==> config.mk <==
export PLATFORM = sky130hd
export DESIGN_NAME = shift_arbiter_8bit
export DESIGN_NICKNAME = d
export VERILOG_FILES = /design/src/rtl/shift_arbiter_8bit.sv
export SDC_FILE = /design/constraint.sdc
export NUM_CORES = 1
export LEC_CHECK = 0
export ABC_CLOCK_PERIOD_IN_PS = 4400
export CAP_MARGIN = 20
export CELL_PAD_IN_SITES_DETAIL_PLACEMENT = 1
export CELL_PAD_IN_SITES_GLOBAL_PLACEMENT = 2
export CORE_ASPECT_RATIO = 0.5
export CORE_UTILIZATION = 30
export DETAILED_ROUTE_END_ITERATION = 8
export DONT_BUFFER_PORTS = 1
export GPL_ROUTABILITY_DRIVEN = 1
export HOLD_SLACK_MARGIN = 0.15
export PLACE_DENSITY = 0.67
export SYNTH_ARGS = -nofsm -noshare
export SYNTH_HDL_FRONTEND = slang
export SYNTH_SLANG_ARGS = --single-unit
==> constraint.sdc <==
create_clock -name clk -period 4.4 [get_ports clk]
set_clock_uncertainty 0.1 [all_clocks]
set_input_delay 0.22 -clock clk [delete_from_list [all_inputs] [get_ports clk]]
set_output_delay 0.22 -clock clk [all_outputs]
set_load 0.005 [all_outputs]
==> src/rtl/shift_arbiter_8bit.sv <==
// shift_arbiter_8bit
// Round-robin arbiter that shares one 8-bit, three-stage rotate-right datapath
// between NUM_REQ requesters. The rotated result goes into a single-entry output
// buffer with a requester tag. Valid/ready handshakes run on both sides.
// Optional feature macro: SHIFT_DIR_EN adds the req_dir port for left rotates.
// A left rotate is mapped onto the same right-rotate stages.
module shift_arbiter_8bit #(
    parameter int NUM_REQ = 4,
    parameter int ID_W    = $clog2(NUM_REQ)
) (
    input  logic                   clk,
    input  logic                   reset,
    input  logic [NUM_REQ-1:0]     req_valid,
    input  logic [8*NUM_REQ-1:0]   req_data,
    input  logic [3*NUM_REQ-1:0]   req_amt,
`ifdef SHIFT_DIR_EN
    input  logic [NUM_REQ-1:0]     req_dir,
`endif
    output logic [NUM_REQ-1:0]     req_ready,
    output logic                   out_valid,
    input  logic                   out_ready,
    output logic [7:0]             out_data,
    output logic [ID_W-1:0]        out_id
);

    typedef enum logic {
        EMPTY = 1'b0,
        FULL  = 1'b1
    } state_t;

    state_t          state_q;
    state_t          state_d;
    logic [ID_W-1:0] last_grant;
    logic [ID_W-1:0] win;
    logic [ID_W-1:0] cand;
    logic            found;
    logic            can_accept;
    logic            accept;
    logic [7:0]      sel_data;
    logic [2:0]      sel_amt;
    logic [2:0]      eff_amt;
    logic [7:0]      rot_data;

    // Rotate right by 0..7 using three fixed stages: by 1, by 2, then by 4.
    function automatic logic [7:0] rotr8(input logic [7:0] d, input logic [2:0] amt);
        logic [7:0] s0;
        logic [7:0] s1;
        logic [7:0] s2;
        s0 = amt[0] ? {d[0],    d[7:1]}  : d;
        s1 = amt[1] ? {s0[1:0], s0[7:2]} : s0;
        s2 = amt[2] ? {s1[3:0], s1[7:4]} : s1;
        return s2;
    endfunction

    // Round-robin search. The scan starts one past the last grant.
    // Priority only moves when a request is accepted.
    always_comb begin
        found = 1'b0;
        win   = '0;
        cand  = '0;
        for (int k = 1; k <= NUM_REQ; k++) begin
            cand = ID_W'((int'(last_grant) + k) % NUM_REQ);
            if (!found && req_valid[cand]) begin
                found = 1'b1;
                win   = cand;
            end
        end
    end

    // Operand select and rotate amount.
    // A left rotate by k becomes a right rotate by (8-k) mod 8.
    always_comb begin
        sel_data = req_data[8*win +: 8];
        sel_amt  = req_amt[3*win +: 3];
`ifdef SHIFT_DIR_EN
        eff_amt  = req_dir[win] ? 3'(3'd0 - sel_amt) : sel_amt;
`else
        eff_amt  = sel_amt;
`endif
        rot_data = rotr8(sel_data, eff_amt);
    end

    // Buffer next state and handshake. A draining buffer can take a new
    // result on the same edge, so accept depends on out_ready combinationally.
    always_comb begin
        state_d    = state_q;
        can_accept = (state_q == EMPTY) || out_ready;
        accept     = can_accept && found && !reset;
        req_ready  = '0;
        if (accept) begin
            req_ready[win] = 1'b1;
        end
        if (accept) begin
            state_d = FULL;
        end else if (state_q == FULL && out_ready) begin
            state_d = EMPTY;
        end
    end

    // Buffer state register; reset discards any buffered result.
    always_ff @(posedge clk or posedge reset) begin
        if (reset) begin
            state_q <= EMPTY;
        end else begin
            state_q <= state_d;
        end
    end

    // Result, tag and priority pointer update only on an accept.
    always_ff @(posedge clk or posedge reset) begin
        if (reset) begin
            out_data   <= 8'h00;
            out_id     <= '0;
            last_grant <= ID_W'(NUM_REQ - 1);
        end else if (accept) begin
            out_data   <= rot_data;
            out_id     <= win;
            last_grant <= win;
        end
    end

    assign out_valid = (state_q == FULL);

endmodule

Word level (Yosys, flattened, before mapping)
Cells that the tools add are included.
Widths: inputs -> output; s select.

operators by class
  reductions and logical operators = 13
  mux-type cells = 24
  multiply operators = 1
  shifts and indexed selects = 2
  magnitude comparators = 6
  bitwise operators = 1
  add/subtract/negate cells = 4

operators with widths
  kind                 number
  $shiftx 32x6->8      1
  $mux 8               3
  $lt 2x3->1 const B   5
  $shiftx 12x5->3      1
  $mux 1               11
  $bmux 1 s2           4
  $mux 2               4
  $logic_and 1x1->1    7
  $add 2x1->2 const B  2
  $add 2x2->2 const B  2
  $logic_not 1->1      4
  $mul 2x2->4 const A  1
  $mux 4               1
  $demux 1 s2          1
  $ge 2x1->1 const B   1
  $reduce_bool 2->1    1
  $logic_or 1x1->1     1
  $not 1->1            1

word-level totals
  register bits = 13
  input bits = 51
  logic and storage cells = 55
  output and inout bits = 15

Depth between registers and ports, before layout
Gate-level depths: netlist of the first run.

  depth in word-level cells = 18
  depth in mapped cells = 9
  gate-level depth less buffers = 7

Worst setup path after synthesis of the first run
Ideal clock, no wire load.

  path kind = register to register
  start = register last_grant[1]
  end = register out_data[3]
  stages on the path, launching flop included = 10
  arrival time = 2.219 ns
  buffers on the path = 2
  required time = 4.168 ns
  library setup time = 0.132 ns
  setup slack = 1.948 ns
  clock period less this slack = 2.452 ns
  path through = dfstp_2 mux2i_1 a2bb2oi_1 buf_4 a32oi_2 a32oi_4 buf_6 mux2_1 a221oi_2 o41ai_2

between the ends
  longest elaborated chain between the ends = 18
  elaborated cells between the ends (all ways) = 34
  classes of those cells = 4 x add/sub; 1 x mul; 2 x shift; 19 x mux; 8 x reduce/logical

ends and longest elaborated chain
  item                          line  RTL
  start: declaration            33    logic [ID_W-1:0] last_grant;
  start signal: assignment      114   last_grant <= ID_W'(NUM_REQ - 1);
  start signal: assignment      118   last_grant <= win;
  $add 2x1->2                   62    cand = ID_W'((int'(last_grant) + k) % NUM_REQ);
  $bmux 1 s2                    63    if (!found && req_valid[cand]) begin
  $mux 1 (not written as such)  63
  $mux 1                        63
  $logic_not 1->1               63
  $logic_and 1x1->1             63
  $mux 1                        63
  $logic_not 1->1               63
  [... 2 more ...]              -
  $logic_not 1->1               63
  $logic_and 1x1->1             63
  $mux 2                        63
  $mul 2x2->4                   74    sel_amt = req_amt[3*win +: 3];
  $shiftx 12x5->3               74
  $mux 8                        49    s0 = amt[0] ? {d[0], d[7:1]} : d;
  $mux 8                        50    s1 = amt[1] ? {s0[1:0], s0[7:2]} : s0;
  $mux 8                        51    s2 = amt[2] ? {s1[3:0], s1[7:4]} : s1;
  end signal: assignment        116   out_data <= rot_data;
  end: declaration              22    output logic [7:0] out_data,

Parallel ways exist; a longest one is shown, timed or not. The select of a mux whose other input is x is not followed.
A chain may end at the register's enable or synchronous reset.

Worst setup path after layout of the first run
Same ends and word-level chain as after synthesis.

==> results of run 1 <==
==> kinds of logic (layout without fill, tap and decap cells) <==
family,count (synthesis),after routing,synth area share (%)
mux,15,15,10.4
simple gates,57,57,20.5
compound gates,75,75,41.9
buf+inv,16,11,5.79
flops,13,13,21.4
==> cells in the mapped netlist, types with 2 or more instances <==
cell type  count  share of area [%]
nand3_2        2                1.3
o21ai_1        4                1.3
o31ai_2        3                2.4
nand2b_1       2               0.82
dfrtp_1       11                 18
o21ai_0       18                5.9
mux2i_1        7                4.6
mux2_1         4                2.9
nor2b_1        5                2.0
buf_6          2                1.5
buf_2          5                1.6
and3_1         4                1.6
a22o_1         6                3.4
a21o_1         2               0.98
a32oi_1       16                9.1
nor2_1         6                1.5
clkbuf_1       6                1.5
o22ai_1        6                2.4
nand3_1       15                4.9
nand2_1       12                2.9
nor3_1         4                1.3
and2_1         3                1.2
mux2_2         4                2.9
buf_4          2               0.98
o41ai_2        4                4.2
dfstp_2        2                3.4
==> how the worst max path moves through the flow <==
| stage | depth (start not counted) | from | end |
|---|---|---|---|
| finish | 8 | last_grant[1] | out_data[3] |
| global route | 8 | last_grant[1] | out_data[3] |
| CTS | 8 | last_grant[1] | out_data[3] |
| detailed placement | 8 | last_grant[1] | out_data[3] |
| global placement | 7 | last_grant[1] | out_data[5] |
| floorplan | 9 | last_grant[1] | out_data[3] |
==> registers in the layout (all words and copies together), names as in the netlist <==
register	count
out_data	8
last_grant	2
out_id	2
out_valid	1
==> worst reg2reg max path, delay by kind of cell (launching register included) <==
family / cells / cell delay [ps]
AND/OR/NAND/NOR: 1 / 550
buffers and inverters: 1 / 230
multiplexers: 2 / 730
flip-flops: 1 / 590
AO/OA/AOI/OAI: 4 / 980
==> area by class of cell <==
class / instances / area, um2 / share of cell area [%]
Clock buffer: 4 / 45.0 / 2.77
Inverter: 1 / 3.75 / 0.231
Timing Repair Buffer: 6 / 50.0 / 3.08
Tap cell: 66 / 82.6 / 5.08
Multi-Input combinational cell: 147 / 1120 / 68.7
Sequential cell: 13 / 328 / 20.2
==> repair_timing <==
item | CTS | global route
setup endpoints to repair | 0 | 0
hold buffers | 2 | 0
endpoints found under the hold margin | 12 | 0
buffers inserted | 0 | 0
==> where the power goes <==
part / switching, W / internal [W] / total, W / leakage [nW]
Combinational: 0.000454 / 0.000282 / 0.000736 / 0.429
Sequential: 0.0000573 / 0.000177 / 0.000234 / 0.152
Clock: 0.0000445 / 0.0000640 / 0.000109 / 0.0228
==> cell usage in the layout, fill, tap and decap left out, types with 2 or more instances in the layout <==
cell type,n
nor2_1,6
dfstp_2,2
o31ai_2,3
mux2_2,4
nand3_1,15
dlygate4sd3_1,2
nand2b_1,2
nor3_1,4
a32oi_1,16
o41ai_2,4
nor2b_1,5
o22ai_1,6
clkbuf_8,3
o21ai_1,4
and3_1,4
a22o_1,6
mux2i_1,7
buf_4,4
o21ai_0,18
nand3_2,2
mux2_1,4
nand2_1,12
a21o_1,2
dfrtp_1,11
and2_1,3
==> routing by layer <==
metal	vias up	track usage [%]	wire, um
met5	-	0	0
met4	0	1.41	4
met3	2	7.87	678
met2	69	26.6	1880
met1	711	28.9	2580
li1	691	-	-
==> metrics by stage <==
step                      power (W)  hold slack [ps]  cells
after detailed placement   0.000957             72.8    231
after CTS                   0.00108              216    237
after floorplan            0.000809            -4.47    176
after global placement     0.000945             78.5    231
final                       0.00108              224    237
after global routing        0.00116              281    237
==> impl_metrics.json, run 1 <==
{
  "area_delta_synth_final_pct": 6.04,
  "crit_family": "compound AO/OA/AOI/OAI gates",
  "cts_buffer_depth": 2,
  "die_w_um": 103,
  "first_pass_iters": 4,
  "ff2ff_setup_slack_ps": 1060,
  "worstSetupEndpointType": "flop",
  "cp_slowest_stage_delay_ps": 590,
  "final_util_pct": 35.1,
  "tightest_slew_ps": 984,
  "num-nets-final": 223,
  "port_buffers": 0,
  "post-route-period-util_pct": 75.9,
  "slowest_stage": "dfstp_2",
  "gr-total-overflow": 0,
  "numCtsBuffers": 3,
  "holdPathEnd": "out_valid",
  "placed_cell_area_um2": 1560,
  "cts_root_buf": "clkbuf_8",
  "synth.avg_cell_area_um2": 8.71,
  "insertion_delay_ps": 240,
  "wl_per_cell_um": 21.7,
  "coreArea_um2": 4640,
  "grt_usage_pct": 19.4,
  "drtIter0Drc": 51,
  "cp_max_fo": 15,
  "path_clk_slew_ps": 50,
  "synthDistinctLibCells": 47,
  "r2r_cells": 8,
  "hold_viol": 0,
  "drc": 0,
  "dp_slack_ps": 1150,
  "die-area_um2": 5420,
  "dp_hpwl_um": 3990,
  "chipHeight_um": 52.5,
  "worst_setup_path_start_kind": "flop",
  "hold_depth": 3,
  "fin_area_um2": 1630,
  "r2r_end": "out_data[3]",
  "finalSetupViolCount": 0,
  "syn_nets": 227,
  "start_util_pct": 33.1,
  "syn_area_um2": 1530,
  "hold_path.class": "in -> reg",
  "crit_type": "reg -> reg",
  "worst-path-buf-inv": 1,
  "cp_data_required_time_ps": 4380,
  "antenna_found_initial": 0,
  "grt_pass1_vias": 1362,
  "power_density_nw_per_um2": 663,
  "synth_edf_count": 0,
  "viasPerCell": 6.22,
  "rsz0062_at_grt": "no",
  "fillCellCount": 569,
  "vias": 1473,
  "grt_max_degree": 26,
  "worst_slack_ps": 1060,
  "synth_flop_cell": "dfrtp_1",
  "synthCells": 176,
  "gp_congestion": 0.799,
  "leakagePower_nw": 0.604,
  "status": "complete, no violations",
  "cts.sinks": 13,
  "tns_ps": 0,
  "grt_pass1_wl_um": 7710,
  "ant_nets": 0,
  "peakVddDrop_v": 0.000160,
  "synth_warnings": 0,
  "layout-drive-gt1-share_pct": 19.3,
  "maxSlewHeadroom_pct": 34.3,
  "layout_min_cycle_time_ps": 3340,
  "antenna_cells_inserted": 0,
  "cap_violations": 0,
  "r2r-start": "last_grant[1]",
  "ios": 66,
  "drv_slew": 0,
  "synth_seq_cells": 13,
  "drt_wl_total_um": 5140,
  "ys_seq_area_share_pct": 21.4,
  "path_cells": "mux2i_1, a2bb2oi_1, buf_4, and2_1, a32oi_4, mux2_1, a221oi_2, o41ai_2",
  "htree_levels": 1,
  "rows": 17,
  "critPathArrivalTime_ps": 3320,
  "cts_tree": "built",
  "ctsResizeCount": 0,
  "holdCritStartpoint": "req_valid[1]",
  "async_reset_ff_share_pct": 100,
  "fmax_ghz": 0.299
}
Power figures use the tool's default switching activity.
==> run 2: changes to the inputs <==
- ABC_CLOCK_PERIOD_IN_PS: 4400 -> 2800
- PLACE_DENSITY: 0.67 -> 0.7
- clock period: 4.4 -> 2.8 ns (I/O delays scaled with it)
==> impl_metrics.json, run 2 (synthesis results as in run 1) <==
{
  "path_clk_slew_ps": 50,
  "crit_type": "reg -> reg",
  "insertion_delay_ps": 240,
  "cts_tree": "built",
  "post-route-period-util_pct": 96.0,
  "dp_hpwl_um": 4020,
  "hold_path.class": "in -> async",
  "critPathArrivalTime_ps": 2670,
  "dp_slack_ps": 37.3,
  "fmax_ghz": 0.372,
  "cp-startpoint": "last_grant[1]",
  "num-nets-final": 230,
  "tightest_slew_ps": 978,
  "leakagePower_nw": 0.662,
  "final_common_cell": "o21ai_0",
  "drtIter0Drc": 70,
  "ios": 66,
  "cts_root_buf": "clkbuf_8",
  "regMostFlops": "out_data",
  "drv_slew": 0,
  "die-area_um2": 5420,
  "largest_reg_flops": 8,
  "cap_violations": 0,
  "r2r_cells": 9,
  "ff2ff_setup_slack_ps": 110,
  "grt_usage_pct": 19.5,
  "htree_levels": 1,
  "first_pass_iters": 4,
  "chipHeight_um": 52.5,
  "final_util_pct": 39.2,
  "drt_wl_total_um": 5240,
  "cp_data_required_time_ps": 2780,
  "grt_max_degree": 26,
  "status": "complete, no violations",
  "area_delta_synth_final_pct": 18.5,
  "start_util_pct": 33.1,
  "power_density_nw_per_um2": 1040,
  "layout_min_cycle_time_ps": 2690,
  "maxSlewHeadroom_pct": 34.6,
  "cts_buffer_depth": 2,
  "worst_slack_ps": 112,
  "port_buffers": 0,
  "layout-drive-gt1-share_pct": 30.9,
  "die_w_um": 103,
  "tns_ps": 0,
  "antenna_cells_inserted": 0,
  "rows": 17,
  "coreArea_um2": 4640,
  "r2r_end": "out_data[0]",
  "final_cells": 244,
  "peakVddDrop_v": 0.000297,
  "worstSetupEndpointType": "flop",
  "cts.sinks": 13,
  "hold_viol": 0,
  "grt_pass1_vias": 1441,
  "finalSetupViolCount": 0,
  "cp_max_fo": 11,
  "gp_congestion": 0.773,
  "antenna_found_initial": 0,
  "numCtsBuffers": 3,
  "final_cell_mix": "o21ai_0, nand3_1, nand2_1, dfrtp_1, a32oi_1",
  "gr-total-overflow": 0,
  "r2r-start": "last_grant[1]",
  "dpl.cell_count": 237,
  "grt_pass1_wl_um": 7670,
  "viasPerCell": 6.19,
  "top_regs": "out_data x8, last_grant x2, out_id x2",
  "vias": 1511,
  "fillCellCount": 554,
  "worst_setup_path_start_kind": "flop",
  "wl_per_cell_um": 21.5,
  "drc": 0,
  "ant_nets": 0
}
## run 2: changes by cell type in the layout (fill, tap and decap cells not counted), moves of 2 or more
cell / delta
a32oi_2: +6
a32oi_1: -6
o22ai_1: -4
o22ai_2: +4
buf_4: +3
mux2i_2: +2
buf_12: +2
mux2i_1: -2
## run 2: critical path, stage by stage, from the launching register on
cell,delay (ps)
dfstp_2,600
mux2i_1,240
a2bb2oi_2,220
buf_6,180
a32oi_2,80
a32oi_4,230
buf_12,180
mux2_2,390
o22ai_2,210
o31ai_1,100
## run 2: metrics by stage
step                      instance area [um2]  hold WS, ps  power, W
after floorplan                          1530        -84.5   0.00127
after global placement                   1630        -6.68   0.00155
after detailed placement                 1630        -5.77   0.00158
after CTS                                1710          308   0.00177
after global routing                     1820          370   0.00203
final                                    1820          295   0.00190
## run 2: timing repair
action,in CTS,in global routing
resized for setup,0,19
hold buffers,3,0
buffers inserted,0,0
setup endpoints to repair,0,8
hold endpoints to repair,14,0
## run 2: worst max path at each step
stage | endpoint | cells past startpoint | slack [ps]
4_1_cts | out_data[0] | 9 | 9
3_5_place_dp | out_data[0] | 9 | 40
2_1_floorplan | out_data[3] | 9 | 350
3_3_place_gp | out_data[0] | 9 | 70
5_1_grt | out_data[6] | 8 | -1
6_report | out_data[0] | 9 | 110
## run 2: final cells by class
type                            instances  area [um2]  share of cell area, %
Multi-Input combinational cell        147        1220                   67.4
Sequential cell                        13         328                   18.0
Timing Repair Buffer                   13         134                   7.37
Tap cell                               66        82.6                   4.55
Clock buffer                            4        45.0                   2.48
Inverter                                1        3.75                  0.207
## run 2: report_power, final
group	internal (W)	switching [W]	leakage [nW]	total, W
Sequential	0.000278	0.0000842	0.152	0.000362
Combinational	0.000572	0.000799	0.487	0.00137
Clock	0.000100	0.0000636	0.0228	0.000164
## run 2: per-layer routing
| metal | wire [um] | vias up | share of wire, % | GRT usage (%) |
|---|---|---|---|---|
| met1 | 2660 | 748 | 51 | 28.6 |
| met2 | 2060 | 51 | 39 | 27.8 |
| met5 | 0 | - | 0 | 0 |
| met4 | 42 | 0 | 0.80 | 4.93 |
| li1 | - | 708 | - | - |
| met3 | 482 | 4 | 9.2 | 5.33 |
